<file path="src/rtl/tlb_mmu_if.sv">
// rtl/tlb_mmu_if.sv - translation request/response bundle between the CPU address path and tlb_mmu
//
// Purpose: carries one virtual-address translation request and its registered response.
// Ports (as interface signals):
//   req_valid/req_ready   request handshake (ready driven by the TLB)
//   req_vaddr/req_write/req_asid  virtual address, store flag, current ASID
//   rsp_valid/rsp_ready   response handshake (valid driven by the TLB)
//   rsp_paddr/rsp_exc     physical address and exception code
//   rsp_*_ce              device selects for SRAM, flash, ROM, serial
interface tlb_mmu_if #(
  parameter int ASID_W = 8
);
  logic              req_valid;
  logic              req_ready;
  logic [31:0]       req_vaddr;
  logic              req_write;
  logic [ASID_W-1:0] req_asid;
  logic              rsp_valid;
  logic              rsp_ready;
  logic [31:0]       rsp_paddr;
  logic [1:0]        rsp_exc;
  logic              rsp_sram_ce;
  logic              rsp_flash_ce;
  logic              rsp_rom_ce;
  logic              rsp_serial_ce;

  modport master (
    output req_valid, req_vaddr, req_write, req_asid, rsp_ready,
    input  req_ready, rsp_valid, rsp_paddr, rsp_exc,
           rsp_sram_ce, rsp_flash_ce, rsp_rom_ce, rsp_serial_ce
  );

  modport slave (
    input  req_valid, req_vaddr, req_write, req_asid, rsp_ready,
    output req_ready, rsp_valid, rsp_paddr, rsp_exc,
           rsp_sram_ce, rsp_flash_ce, rsp_rom_ce, rsp_serial_ce
  );
endinterface

</file>
<file path="src/rtl/tlb_mmu.sv">
// rtl/tlb_mmu.sv - joint dual-page TLB with segment decode and registered translation
//
// Purpose: translates virtual to physical addresses (kseg0/kseg1 unmapped, rest via TLB),
// reports refill/invalid/modified, and executes TLBWI/TLBWR/TLBP/TLBR with a Random counter.
// Ports:
//   clk, rst                      clock, asynchronous active-high reset
//   bus (tlb_mmu_if.slave)        translation request/response handshake
//   op_valid, op                  maintenance strobe and select (00 WI, 01 WR, 10 P, 11 R)
//   index_i, entryhi_i, entrylo0_i, entrylo1_i   CP0 register values
//   wired_i, wired_we             CP0 Wired value and its write pulse
//   random_o                      current Random value
//   probe_valid, probe_index      TLBP result pulse
//   tlbr_valid, tlbr_entry*       TLBR result pulse
module tlb_mmu #(
  parameter int ENTRIES = 16,
  parameter int ASID_W  = 8,
  localparam int IDX_W  = $clog2(ENTRIES)
) (
  input  logic             clk,
  input  logic             rst,
  tlb_mmu_if.slave         bus,
  input  logic             op_valid,
  input  logic [1:0]       op,
  input  logic [31:0]      index_i,
  input  logic [31:0]      entryhi_i,
  input  logic [31:0]      entrylo0_i,
  input  logic [31:0]      entrylo1_i,
  input  logic [IDX_W-1:0] wired_i,
  input  logic             wired_we,
  output logic [IDX_W-1:0] random_o,
  output logic             probe_valid,
  output logic [31:0]      probe_index,
  output logic             tlbr_valid,
  output logic [31:0]      tlbr_entryhi,
  output logic [31:0]      tlbr_entrylo0,
  output logic [31:0]      tlbr_entrylo1
);

  localparam logic [1:0] OP_TLBWI = 2'b00;
  localparam logic [1:0] OP_TLBWR = 2'b01;
  localparam logic [1:0] OP_TLBP  = 2'b10;
  localparam logic [1:0] OP_TLBR  = 2'b11;

  localparam logic [1:0] EXC_NONE   = 2'b00;
  localparam logic [1:0] EXC_REFILL = 2'b01;
  localparam logic [1:0] EXC_INVAL  = 2'b10;
  localparam logic [1:0] EXC_MOD    = 2'b11;

  localparam logic [IDX_W-1:0] MAX_IDX = IDX_W'(ENTRIES - 1);

  // Entry storage
  logic [18:0]       vpn2_q [ENTRIES];
  logic [ASID_W-1:0] asid_q [ENTRIES];
  logic              g_q    [ENTRIES];
  logic [19:0]       pfn0_q [ENTRIES];
  logic              d0_q   [ENTRIES];
  logic              v0_q   [ENTRIES];
  logic [19:0]       pfn1_q [ENTRIES];
  logic              d1_q   [ENTRIES];
  logic              v1_q   [ENTRIES];

  logic [IDX_W-1:0] random_q, random_d;

  logic        rsp_valid_q;
  logic [31:0] rsp_paddr_q, rsp_paddr_d;
  logic [1:0]  rsp_exc_q, rsp_exc_d;
  logic        sram_q, sram_d, flash_q, flash_d, rom_q, rom_d, serial_q, serial_d;

  logic        probe_valid_q;
  logic [31:0] probe_index_q;
  logic        tlbr_valid_q;
  logic [31:0] tlbr_hi_q, tlbr_lo0_q, tlbr_lo1_q;

  logic             req_fire;
  logic             op_write;
  logic [IDX_W-1:0] wr_idx;
  logic [IDX_W-1:0] rd_idx;
  logic             lk_hit, pr_hit;
  logic [IDX_W-1:0] lk_idx, pr_idx;

  // Bits of the CP0 inputs that the TLB does not store
  logic unused_bits;
  assign unused_bits = ^{index_i[31:IDX_W], entryhi_i[12:ASID_W],
                         entrylo0_i[31:26], entrylo0_i[5:3],
                         entrylo1_i[31:26], entrylo1_i[5:3]};

  assign bus.req_ready = !rsp_valid_q | bus.rsp_ready;
  assign req_fire      = bus.req_valid & bus.req_ready;
  assign op_write      = op_valid & ((op == OP_TLBWI) | (op == OP_TLBWR));
  assign wr_idx        = (op == OP_TLBWR) ? random_q : index_i[IDX_W-1:0];
  assign rd_idx        = index_i[IDX_W-1:0];

  // Associative search for both the lookup and TLBP; scanning downward lets the
  // lowest matching index overwrite any higher one.
  always_comb begin
    lk_hit = 1'b0;
    lk_idx = '0;
    pr_hit = 1'b0;
    pr_idx = '0;
    for (int i = ENTRIES - 1; i >= 0; i--) begin
      if (vpn2_q[i] == bus.req_vaddr[31:13] && (g_q[i] || asid_q[i] == bus.req_asid)) begin
        lk_hit = 1'b1;
        lk_idx = IDX_W'(i);
      end
      if (vpn2_q[i] == entryhi_i[31:13] && (g_q[i] || asid_q[i] == entryhi_i[ASID_W-1:0])) begin
        pr_hit = 1'b1;
        pr_idx = IDX_W'(i);
      end
    end
  end

  // Segment decode and mapped result
  always_comb begin
    rsp_paddr_d = 32'h0;
    rsp_exc_d   = EXC_NONE;
    sram_d      = 1'b0;
    flash_d     = 1'b0;
    rom_d       = 1'b0;
    serial_d    = 1'b0;
    case (bus.req_vaddr[31:29])
      3'b100: begin
        rsp_paddr_d = {3'b000, bus.req_vaddr[28:0]};
        sram_d      = 1'b1;
      end
      3'b101: begin
        rsp_paddr_d = {3'b000, bus.req_vaddr[28:0]};
        flash_d     = (bus.req_vaddr[31:24] == 8'hBE);
        rom_d       = (bus.req_vaddr[31:12] == 20'hBFC00);
        serial_d    = ((bus.req_vaddr >= 32'hBFD003F8) && (bus.req_vaddr <= 32'hBFD003FC)) ||
                      (bus.req_vaddr == 32'hBFD0F010);
      end
      default: begin
        if (!lk_hit) begin
          rsp_exc_d = EXC_REFILL;
        end else if (bus.req_vaddr[12] ? !v1_q[lk_idx] : !v0_q[lk_idx]) begin
          rsp_exc_d = EXC_INVAL;
        end else if (bus.req_write && (bus.req_vaddr[12] ? !d1_q[lk_idx] : !d0_q[lk_idx])) begin
          rsp_exc_d = EXC_MOD;
        end else begin
          rsp_paddr_d = {(bus.req_vaddr[12] ? pfn1_q[lk_idx] : pfn0_q[lk_idx]),
                         bus.req_vaddr[11:0]};
          sram_d      = 1'b1;
        end
      end
    endcase
  end

  // Random wraps from Wired back to the top; a Wired at or beyond the top pins it there.
  always_comb begin
    if (wired_we || (wired_i >= MAX_IDX) || (random_q <= wired_i)) begin
      random_d = MAX_IDX;
    end else begin
      random_d = random_q - 1'b1;
    end
  end

  always_ff @(posedge clk or posedge rst) begin
    if (rst) begin
      for (int i = 0; i < ENTRIES; i++) begin
        vpn2_q[i] <= '0;
        asid_q[i] <= '0;
        g_q[i]    <= 1'b0;
        pfn0_q[i] <= '0;
        d0_q[i]   <= 1'b0;
        v0_q[i]   <= 1'b0;
        pfn1_q[i] <= '0;
        d1_q[i]   <= 1'b0;
        v1_q[i]   <= 1'b0;
      end
    end else if (op_write) begin
      vpn2_q[wr_idx] <= entryhi_i[31:13];
      asid_q[wr_idx] <= entryhi_i[ASID_W-1:0];
      g_q[wr_idx]    <= entrylo0_i[0] & entrylo1_i[0];
      pfn0_q[wr_idx] <= entrylo0_i[25:6];
      d0_q[wr_idx]   <= entrylo0_i[2];
      v0_q[wr_idx]   <= entrylo0_i[1];
      pfn1_q[wr_idx] <= entrylo1_i[25:6];
      d1_q[wr_idx]   <= entrylo1_i[2];
      v1_q[wr_idx]   <= entrylo1_i[1];
    end
  end

  always_ff @(posedge clk or posedge rst) begin
    if (rst) begin
      random_q    <= MAX_IDX;
      rsp_valid_q <= 1'b0;
      rsp_paddr_q <= 32'h0;
      rsp_exc_q   <= EXC_NONE;
      sram_q      <= 1'b0;
      flash_q     <= 1'b0;
      rom_q       <= 1'b0;
      serial_q    <= 1'b0;
    end else begin
      random_q <= random_d;
      if (req_fire) begin
        rsp_valid_q <= 1'b1;
        rsp_paddr_q <= rsp_paddr_d;
        rsp_exc_q   <= rsp_exc_d;
        sram_q      <= sram_d;
        flash_q     <= flash_d;
        rom_q       <= rom_d;
        serial_q    <= serial_d;
      end else if (bus.rsp_ready) begin
        rsp_valid_q <= 1'b0;
      end
    end
  end

  always_ff @(posedge clk or posedge rst) begin
    if (rst) begin
      probe_valid_q <= 1'b0;
      probe_index_q <= 32'h0;
      tlbr_valid_q  <= 1'b0;
      tlbr_hi_q     <= 32'h0;
      tlbr_lo0_q    <= 32'h0;
      tlbr_lo1_q    <= 32'h0;
    end else begin
      probe_valid_q <= op_valid && (op == OP_TLBP);
      tlbr_valid_q  <= op_valid && (op == OP_TLBR);
      if (op_valid && (op == OP_TLBP)) begin
        probe_index_q <= pr_hit ? 32'(pr_idx) : 32'h8000_0000;
      end
      if (op_valid && (op == OP_TLBR)) begin
        tlbr_hi_q  <= {vpn2_q[rd_idx], 13'(asid_q[rd_idx])};
        tlbr_lo0_q <= {6'b0, pfn0_q[rd_idx], 3'b0, d0_q[rd_idx], v0_q[rd_idx], g_q[rd_idx]};
        tlbr_lo1_q <= {6'b0, pfn1_q[rd_idx], 3'b0, d1_q[rd_idx], v1_q[rd_idx], g_q[rd_idx]};
      end
    end
  end

  assign bus.rsp_valid     = rsp_valid_q;
  assign bus.rsp_paddr     = rsp_paddr_q;
  assign bus.rsp_exc       = rsp_exc_q;
  assign bus.rsp_sram_ce   = sram_q;
  assign bus.rsp_flash_ce  = flash_q;
  assign bus.rsp_rom_ce    = rom_q;
  assign bus.rsp_serial_ce = serial_q;

  assign random_o      = random_q;
  assign probe_valid   = probe_valid_q;
  assign probe_index   = probe_index_q;
  assign tlbr_valid    = tlbr_valid_q;
  assign tlbr_entryhi  = tlbr_hi_q;
  assign tlbr_entrylo0 = tlbr_lo0_q;
  assign tlbr_entrylo1 = tlbr_lo1_q;

endmodule

</file>
<file path="src/flat_wrapper.sv">
// flat-port wrapper written by rule: the top's interface ports become plain ports
module tlb_mmu_flat 
#(
  parameter int ENTRIES = 16,
  parameter int ASID_W  = 8,
  localparam int IDX_W  = $clog2(ENTRIES)
)
  (clk, rst, op_valid, op, index_i, entryhi_i, entrylo0_i, entrylo1_i, wired_i, wired_we, random_o, probe_valid, probe_index, tlbr_valid, tlbr_entryhi, tlbr_entrylo0, tlbr_entrylo1, bus_req_valid, bus_req_vaddr, bus_req_write, bus_req_asid, bus_rsp_ready, bus_req_ready, bus_rsp_valid, bus_rsp_paddr, bus_rsp_exc, bus_rsp_sram_ce, bus_rsp_flash_ce, bus_rsp_rom_ce, bus_rsp_serial_ce);
  tlb_mmu_if #(.ASID_W(ASID_W)) bus_i ();
  input  logic clk;
  input  logic rst;
  input  logic op_valid;
  input  logic [1:0] op;
  input  logic [31:0] index_i;
  input  logic [31:0] entryhi_i;
  input  logic [31:0] entrylo0_i;
  input  logic [31:0] entrylo1_i;
  input  logic [IDX_W-1:0] wired_i;
  input  logic wired_we;
  output logic [IDX_W-1:0] random_o;
  output logic probe_valid;
  output logic [31:0] probe_index;
  output logic tlbr_valid;
  output logic [31:0] tlbr_entryhi;
  output logic [31:0] tlbr_entrylo0;
  output logic [31:0] tlbr_entrylo1;
  input wire logic [$bits(bus_i.req_valid)-1:0] bus_req_valid;
  input wire logic [$bits(bus_i.req_vaddr)-1:0] bus_req_vaddr;
  input wire logic [$bits(bus_i.req_write)-1:0] bus_req_write;
  input wire logic [$bits(bus_i.req_asid)-1:0] bus_req_asid;
  input wire logic [$bits(bus_i.rsp_ready)-1:0] bus_rsp_ready;
  output wire logic [$bits(bus_i.req_ready)-1:0] bus_req_ready;
  output wire logic [$bits(bus_i.rsp_valid)-1:0] bus_rsp_valid;
  output wire logic [$bits(bus_i.rsp_paddr)-1:0] bus_rsp_paddr;
  output wire logic [$bits(bus_i.rsp_exc)-1:0] bus_rsp_exc;
  output wire logic [$bits(bus_i.rsp_sram_ce)-1:0] bus_rsp_sram_ce;
  output wire logic [$bits(bus_i.rsp_flash_ce)-1:0] bus_rsp_flash_ce;
  output wire logic [$bits(bus_i.rsp_rom_ce)-1:0] bus_rsp_rom_ce;
  output wire logic [$bits(bus_i.rsp_serial_ce)-1:0] bus_rsp_serial_ce;
  assign bus_i.req_valid = bus_req_valid;
  assign bus_i.req_vaddr = bus_req_vaddr;
  assign bus_i.req_write = bus_req_write;
  assign bus_i.req_asid = bus_req_asid;
  assign bus_i.rsp_ready = bus_rsp_ready;
  assign bus_req_ready = bus_i.req_ready;
  assign bus_rsp_valid = bus_i.rsp_valid;
  assign bus_rsp_paddr = bus_i.rsp_paddr;
  assign bus_rsp_exc = bus_i.rsp_exc;
  assign bus_rsp_sram_ce = bus_i.rsp_sram_ce;
  assign bus_rsp_flash_ce = bus_i.rsp_flash_ce;
  assign bus_rsp_rom_ce = bus_i.rsp_rom_ce;
  assign bus_rsp_serial_ce = bus_i.rsp_serial_ce;
  tlb_mmu #(.ENTRIES(ENTRIES), .ASID_W(ASID_W)) u_core (.clk(clk), .rst(rst), .bus(bus_i), .op_valid(op_valid), .op(op), .index_i(index_i), .entryhi_i(entryhi_i), .entrylo0_i(entrylo0_i), .entrylo1_i(entrylo1_i), .wired_i(wired_i), .wired_we(wired_we), .random_o(random_o), .probe_valid(probe_valid), .probe_index(probe_index), .tlbr_valid(tlbr_valid), .tlbr_entryhi(tlbr_entryhi), .tlbr_entrylo0(tlbr_entrylo0), .tlbr_entrylo1(tlbr_entrylo1));
endmodule
</file>
<file path="config.mk">
export PLATFORM = sky130hd
export DESIGN_NAME = tlb_mmu_flat
export DESIGN_NICKNAME = d
export VERILOG_FILES = /design/src/rtl/tlb_mmu_if.sv /design/src/rtl/tlb_mmu.sv /design/src/flat_wrapper.sv
export SDC_FILE = /design/constraint.sdc
export NUM_CORES = 2
export LEC_CHECK = 0
export CAP_MARGIN = 40
export CORE_ASPECT_RATIO = 2
export CORE_MARGIN = 2
export CORE_UTILIZATION = 30
export DETAILED_ROUTE_END_ITERATION = 12
export PLACE_DENSITY_LB_ADDON = 0.12
export SYNTH_ARGS = -nofsm -noshare
export SYNTH_HDL_FRONTEND = slang
export SYNTH_SLANG_ARGS = --single-unit
</file>
<file path="constraint.sdc">
create_clock -name clk -period 73.4 [get_ports clk]
set_input_delay 14.68 -clock clk [delete_from_list [all_inputs] [get_ports clk]]
set_output_delay 14.68 -clock clk [all_outputs]
set_load 0.005 [all_outputs]
</file>
Word level (Yosys, flattened, before mapping)
Cells that the tools add are included.

storage, ports and cells
  register bits = 1302
  bits of input ports = 181
  output and inout port bits = 174
  logic and storage cells = 476

cells by class
  add/sub/neg operators = 1
  magnitude comparators = 8
  equal/unequal tests = 72
  mux-type cells = 149
  bitwise operators = 8
  reductions and logical operators = 80

operators with widths
  kind                                                       count
  320-bit bitwise mux                                        2
  19-bit == test                                             32
  20-bit binary-select mux with 4-bit select                 4
  304-bit bitwise mux                                        1
  8-bit == test                                              32
  20-bit 2-to-1 mux                                          10
  32-bit 2-to-1 mux                                          5
  4-bit 2-to-1 mux                                           34
  128-bit bitwise mux                                        1
  16-bit bitwise mux                                         5
  20-bit demux with 4-bit select                             1
  19-bit binary-select mux with 4-bit select                 1
  19-bit demux with 4-bit select                             1
  1-bit 2-to-1 mux                                           61
  19-bit 2-to-1 mux                                          3
  1-bit logical AND                                          37
  1-bit binary-select mux with 4-bit select                  9
  1-bit logical OR                                           35
  8-bit binary-select mux with 4-bit select                  1
  8-bit demux with 4-bit select                              1
  32-bit == test, second input constant                      1
  32-bit greater-or-equal comparator, second input constant  1
  32-bit less-or-equal comparator, second input constant     1
  8-bit 2-to-1 mux                                           3
  other kinds (20)                                           36

Logic depth before layout (Yosys ltp)
  depth after elaboration = 30
  mapped depth = 19
  mapped depth without buffers = 13

Worst setup path before layout
Ideal clock, no wire load.

  path type = input to output
  start = input bus_rsp_ready
  end = output bus_req_ready
  arrival = 14844 ps
  data required time = 58720 ps
  path slack = 43876 ps
  stages on the path = 1
  path buffers = 0
  cells stage by stage = nand2b_1

between the ends
  word-level cells in the longest chain between the ends = 1

ends and longest elaborated chain
  what              line                text
  start, declared   flat_wrapper.sv:31  input wire logic [$bits(bus_i.rsp_ready)-1:0] bus_rsp_ready;
  1-bit bitwise OR  tlb_mmu.sv:87       assign bus.req_ready = !rsp_valid_q | bus.rsp_ready;
  end, declared     flat_wrapper.sv:32  output wire logic [$bits(bus_i.req_ready)-1:0] bus_req_ready;

Every way passes these cells.

Final worst setup path
Same ends and word-level chain as after synthesis.

==> parameters.txt <==
Parameter                              Value

Placement
  Placed Cells incl. Taps ... 8913
  Gp weighted congestion ... 0.9419
  Quantity of I/O buffers inserted on ports ... 253
  DP Wirelength ... 213700 um

Synthesis
  Post-synthesis area per instance ... 12.85 um^2
  Biggest area contributors in the synthesized netlist ... dfrtp_1 43%, mux2_2 17%, mux4_2 12%
  Synth Register Bits ... 1274
  Cell area after synthesis ... 73730 um^2
  Post-synth top cells ... 1270 x dfrtp_1, 1143 x mux2_2, 600 x xor2_1
  Distinct cell type count of the synthesized netlist ... 74
  Most numerous cell in the Yosys netlist ... dfrtp_1
  Area share of the largest cell type after synthesis ... 0.4310
  Fraction of registers with async set or reset after synthesis ... 1.000
  EDFF count, synth ... 0
  Top cell type by total area after synthesis ... dfrtp_1
  Cells after synthesis ... 5736
  Proportion of synthesized chip area in sequential cells ... 0.4324
  Synthesis Warnings ... 0
  Dominant register cell in the synthesized netlist ... dfrtp_1

Timing
  Total negative slack for setup checks ... 0 ns
  Hold violation count in the final report ... 0
  Final-layout worst hold slack ... 0.4673 ns
  Worst Max-Slew Pin Slew ... 1.002 ns
  Worst clock skew ... 0.05114 ns
  Max Slew Vio Count ... 0
  Setup repair after global routing missed its margin ... false
  Highest Clock Rate ... 32.79 MHz
  Worst max-slew margin expressed relative to the limit ... 0.3319
  Setup violation total in the final timing report ... 0
  Period Utilization, post-route ... 0.4155
  Min Tclk post-route ... 30.50 ns

Detailed routing
  Routed via count divided by cell count ... 5.487
  Antenna-violating nets left ... 0
  Routed wire length on met3 ... 12840 um
  Via Count ... 50340
  Wire length per cell ... 34.33 um
  DRC Markers ... 0
  Wl on met1 ... 115500 um
  Met2 wirelength from detailed routing ... 162300 um
  Highest routed layer ... met5
  Wire length reported by the detailed router ... 315000 um
  Drt initial violations ... 3364
  Iteration count of the initial detailed-routing pass ... 7

Die
  Die Wd ... 354.6 um
  DIE AREA ... 250000 um^2
  Number of rows in the core area ... 257
  Number of I/O pins ... 355
  Total core area ... 244700 um^2
  Die Ht ... 705.1 um
  Initial standard-cell utilization of the core ... 0.3013

Setup path
  Critical Setup Path Class ... in -> out
  Worst setup path endpoint ... bus_req_ready
  Worst reg2reg path startpoint ... u_core.asid_q[6]
  Kind of start point of the critical path ... input pin
  Minimum setup slack among reg-to-reg paths ... 66.62 ns
  Largest stage delay, worst path ... 0.52 ns
  Reg-to-reg endpoint ... u_core.bus.rsp_exc[1]
  Critical Path Sink Type ... output port
  Number of buffer and inverter instances along the worst setup path ... 2
  Data required time at the worst endpoint ... 58.72 ns
  Logic depth of the worst path, buffers included ... 3
  Cell depth of the worst flop-to-flop path ... 14
  Biggest fanout along the worst timing path ... 4
  Beginning of the critical path ... bus_rsp_ready
  Critical-path top delay cell ... clkdlybuf4s50_1
  Largest delay contributor family on the critical path ... buffers and inverters
  CP Data Arrival Time ... 15.82 ns
  Worst-path cell chain ... clkdlybuf4s50_1 > nand2b_1 > clkdlybuf4s50_1
  Most prevalent standard cell on the critical path ... clkdlybuf4s50_1

Clocking
  TritonCTS clock tree ... done
  H-Tree Depth ... 4
  Clock transition at the registers of the reported paths ... 0.06 ns
  Number of hold-repair buffers added at the cts stage ... 0
  Sinks on the clock net ... 1274
  Setup Buffers After CTS ... 0
  Post_cts resized ... 0
  Number of buffers created by CTS ... 144
  Clock root cell ... clkbuf_16
  Clock insertion delay at the later pin of the skew report ... 0.84 ns
  Maximum clock path buffer count ... 4

Power
  Sw Share ... 0.3227
  P_int ... 0.001605 W
  Total power per unit cell area ... 27.99 nW/um^2
  Share of power burned in the clock network ... 0.321
  Part of the total power dissipated in sequential elements ... 0.435
  Combinational cell fraction of total power ... 0.244
  Leak Pwr ... 35.63 nW
  Switching power ... 0.0007646 W
  Maximum resistive drop on vdd ... 17.51 uV

Finish
  Storage element area ... 31890 um^2
  Area of the multi-input gates ... 39330 um^2
  Fraction of final layout cells sized beyond drive strength 1 ... 0.3468
  Area overhead of the layout relative to synthesis ... 14.84%
  Count of filler cells inserted in the layout ... 24120
  Number of standard cells in the layout, taps in and fillers out ... 9174
  Layout Nets ... 6010

Global routing
  Initial antenna violation count ... 34
  Total global routing track utilization ... 0.2485
  Vias in the first global route ... 52840
  Global-route wire length before repair ... 438300 um
  Total global routing overflow ... 0
  Pin count of the biggest net entering global routing ... 156

Flow run
  Max-capacitance violation count ... 0

Hold path
  Classification of the worst-slack hold path ... reg -> reg

Outcome
  Status ... completed
power groups by stage:
stage | sequential, W | combinational (W) | clock [W]
floorplan | 0.000976 | 0.000393 | 0
global placement | 0.00103 | 0.000567 | 0
detailed placement | 0.00104 | 0.000580 | 0
CTS | 0.00103 | 0.000583 | 0.000785
global route | 0.00105 | 0.000614 | 0.000807
finish | 0.00103 | 0.000578 | 0.000762
cell type report:
| type | instances | share of cell area |
|---|---|---|
| Clock inverter | 38 | 0.006073 |
| Multi-Input combinational cell | 3916 | 0.4644 |
| Antenna cell | 17 | 0.0005024 |
| Inverter | 24 | 0.001241 |
| Tap cell | 3237 | 0.04783 |
| Sequential cell | 1274 | 0.3766 |
| Timing Repair Buffer | 464 | 0.05386 |
| Clock buffer | 204 | 0.04951 |
stage by stage:
stage          setup WS (ns)  utilization  cell area (um^2)  power, W
6_report               42.90       0.3460             84680  0.002370
5_1_grt                42.84       0.3460             84670  0.002468
4_1_cts                42.90       0.3458             84620  0.002394
3_5_place_dp           42.91       0.3266             79920  0.001620
3_3_place_gp           42.91       0.3228             78990  0.001600
2_1_floorplan          22.82            -             73920  0.001369
how the worst min path moves through the flow:
stage	end	depth (start not counted)	start
after floorplan	u_core.random_o[0]	1	u_core.random_o[0]
after detailed placement	u_core.random_o[0]	1	u_core.random_o[0]
after global placement	u_core.random_o[0]	1	u_core.random_o[0]
final	u_core.random_o[0]	1	u_core.random_o[0]
after global routing	u_core.tlbr_entrylo1[8]	2	u_core.tlbr_entrylo1[8]
after CTS	u_core.random_o[0]	1	u_core.random_o[0]
worst register-to-register path: stages (launching register included):
cell and delay (ns):
dfrtp_1 0.45, xor2_1 0.19, nor4_1 0.77, a21oi_1 0.30, nor3_2 0.44, nor4_1 0.11
clkdlybuf4s18_2 0.29, o41a_1 0.37, nand3b_2 0.44, nor2b_4 0.75, buf_4 0.72, a211oi_1 0.37
a311o_1 0.52, o21ai_4 0.72, a32o_1 0.31
cell usage in the layout (no fill, tap or decap), drive strengths merged, types with 27 or more instances in the layout:
cell type,Yosys,final
buf,200,238
a222oi,70,70
nor3,30,30
dfrtp,1270,1270
nand4,75,75
mux2,1143,1143
xnor2,266,266
mux4,379,379
xor2,600,600
nand2,421,421
clkdlybuf4s50,0,221
conb,1,50
mux2i,364,364
inv,23,28
nor2,27,27
clkbuf,371,205
nand3,43,43
o21ai,44,44
nor4,163,163
a21oi,66,66
sequential cells by signal (all words and copies together), names as in the netlist:
signal	flops
u_core.pfn0_q	320
u_core.pfn1_q	320
u_core.vpn2_q	304
u_core.asid_q	128
u_core.bus.rsp_paddr	32
u_core.tlbr_entryhi	27
u_core.tlbr_entrylo0	23
u_core.tlbr_entrylo1	22
u_core.d0_q	16
u_core.d1_q	16
u_core.g_q	16
u_core.v0_q	16
u_core.v1_q	16
u_core.probe_index	5
u_core.random_o	4
u_core.bus.rsp_exc	2
u_core.bus.rsp_flash_ce	1
u_core.bus.rsp_rom_ce	1
u_core.bus.rsp_serial_ce	1
u_core.bus.rsp_sram_ce	1
u_core.bus.rsp_valid	1
u_core.probe_valid	1
u_core.tlbr_valid	1
layer usage:
metal,track usage,vias up
li1,-,20990
met1,0.2759,27070
met2,0.4402,1571
met3,0.03188,677
met4,0.1684,28
met5,0,-
cells by family (layout without fill, tap and decap cells):
logic type,Yosys count,count (layout),share of synthesized area
compound gates,276,276,0.02975
xor+xnor,866,866,0.1029
fa+ha+maj,5,5,0.0008484
buf+inv,595,730,0.03928
flops,1274,1274,0.4324
mux,1886,1886,0.3397
other cells,1,67,0.00005086
simple gates,833,833,0.05503
(Power assumes the default switching activity.)
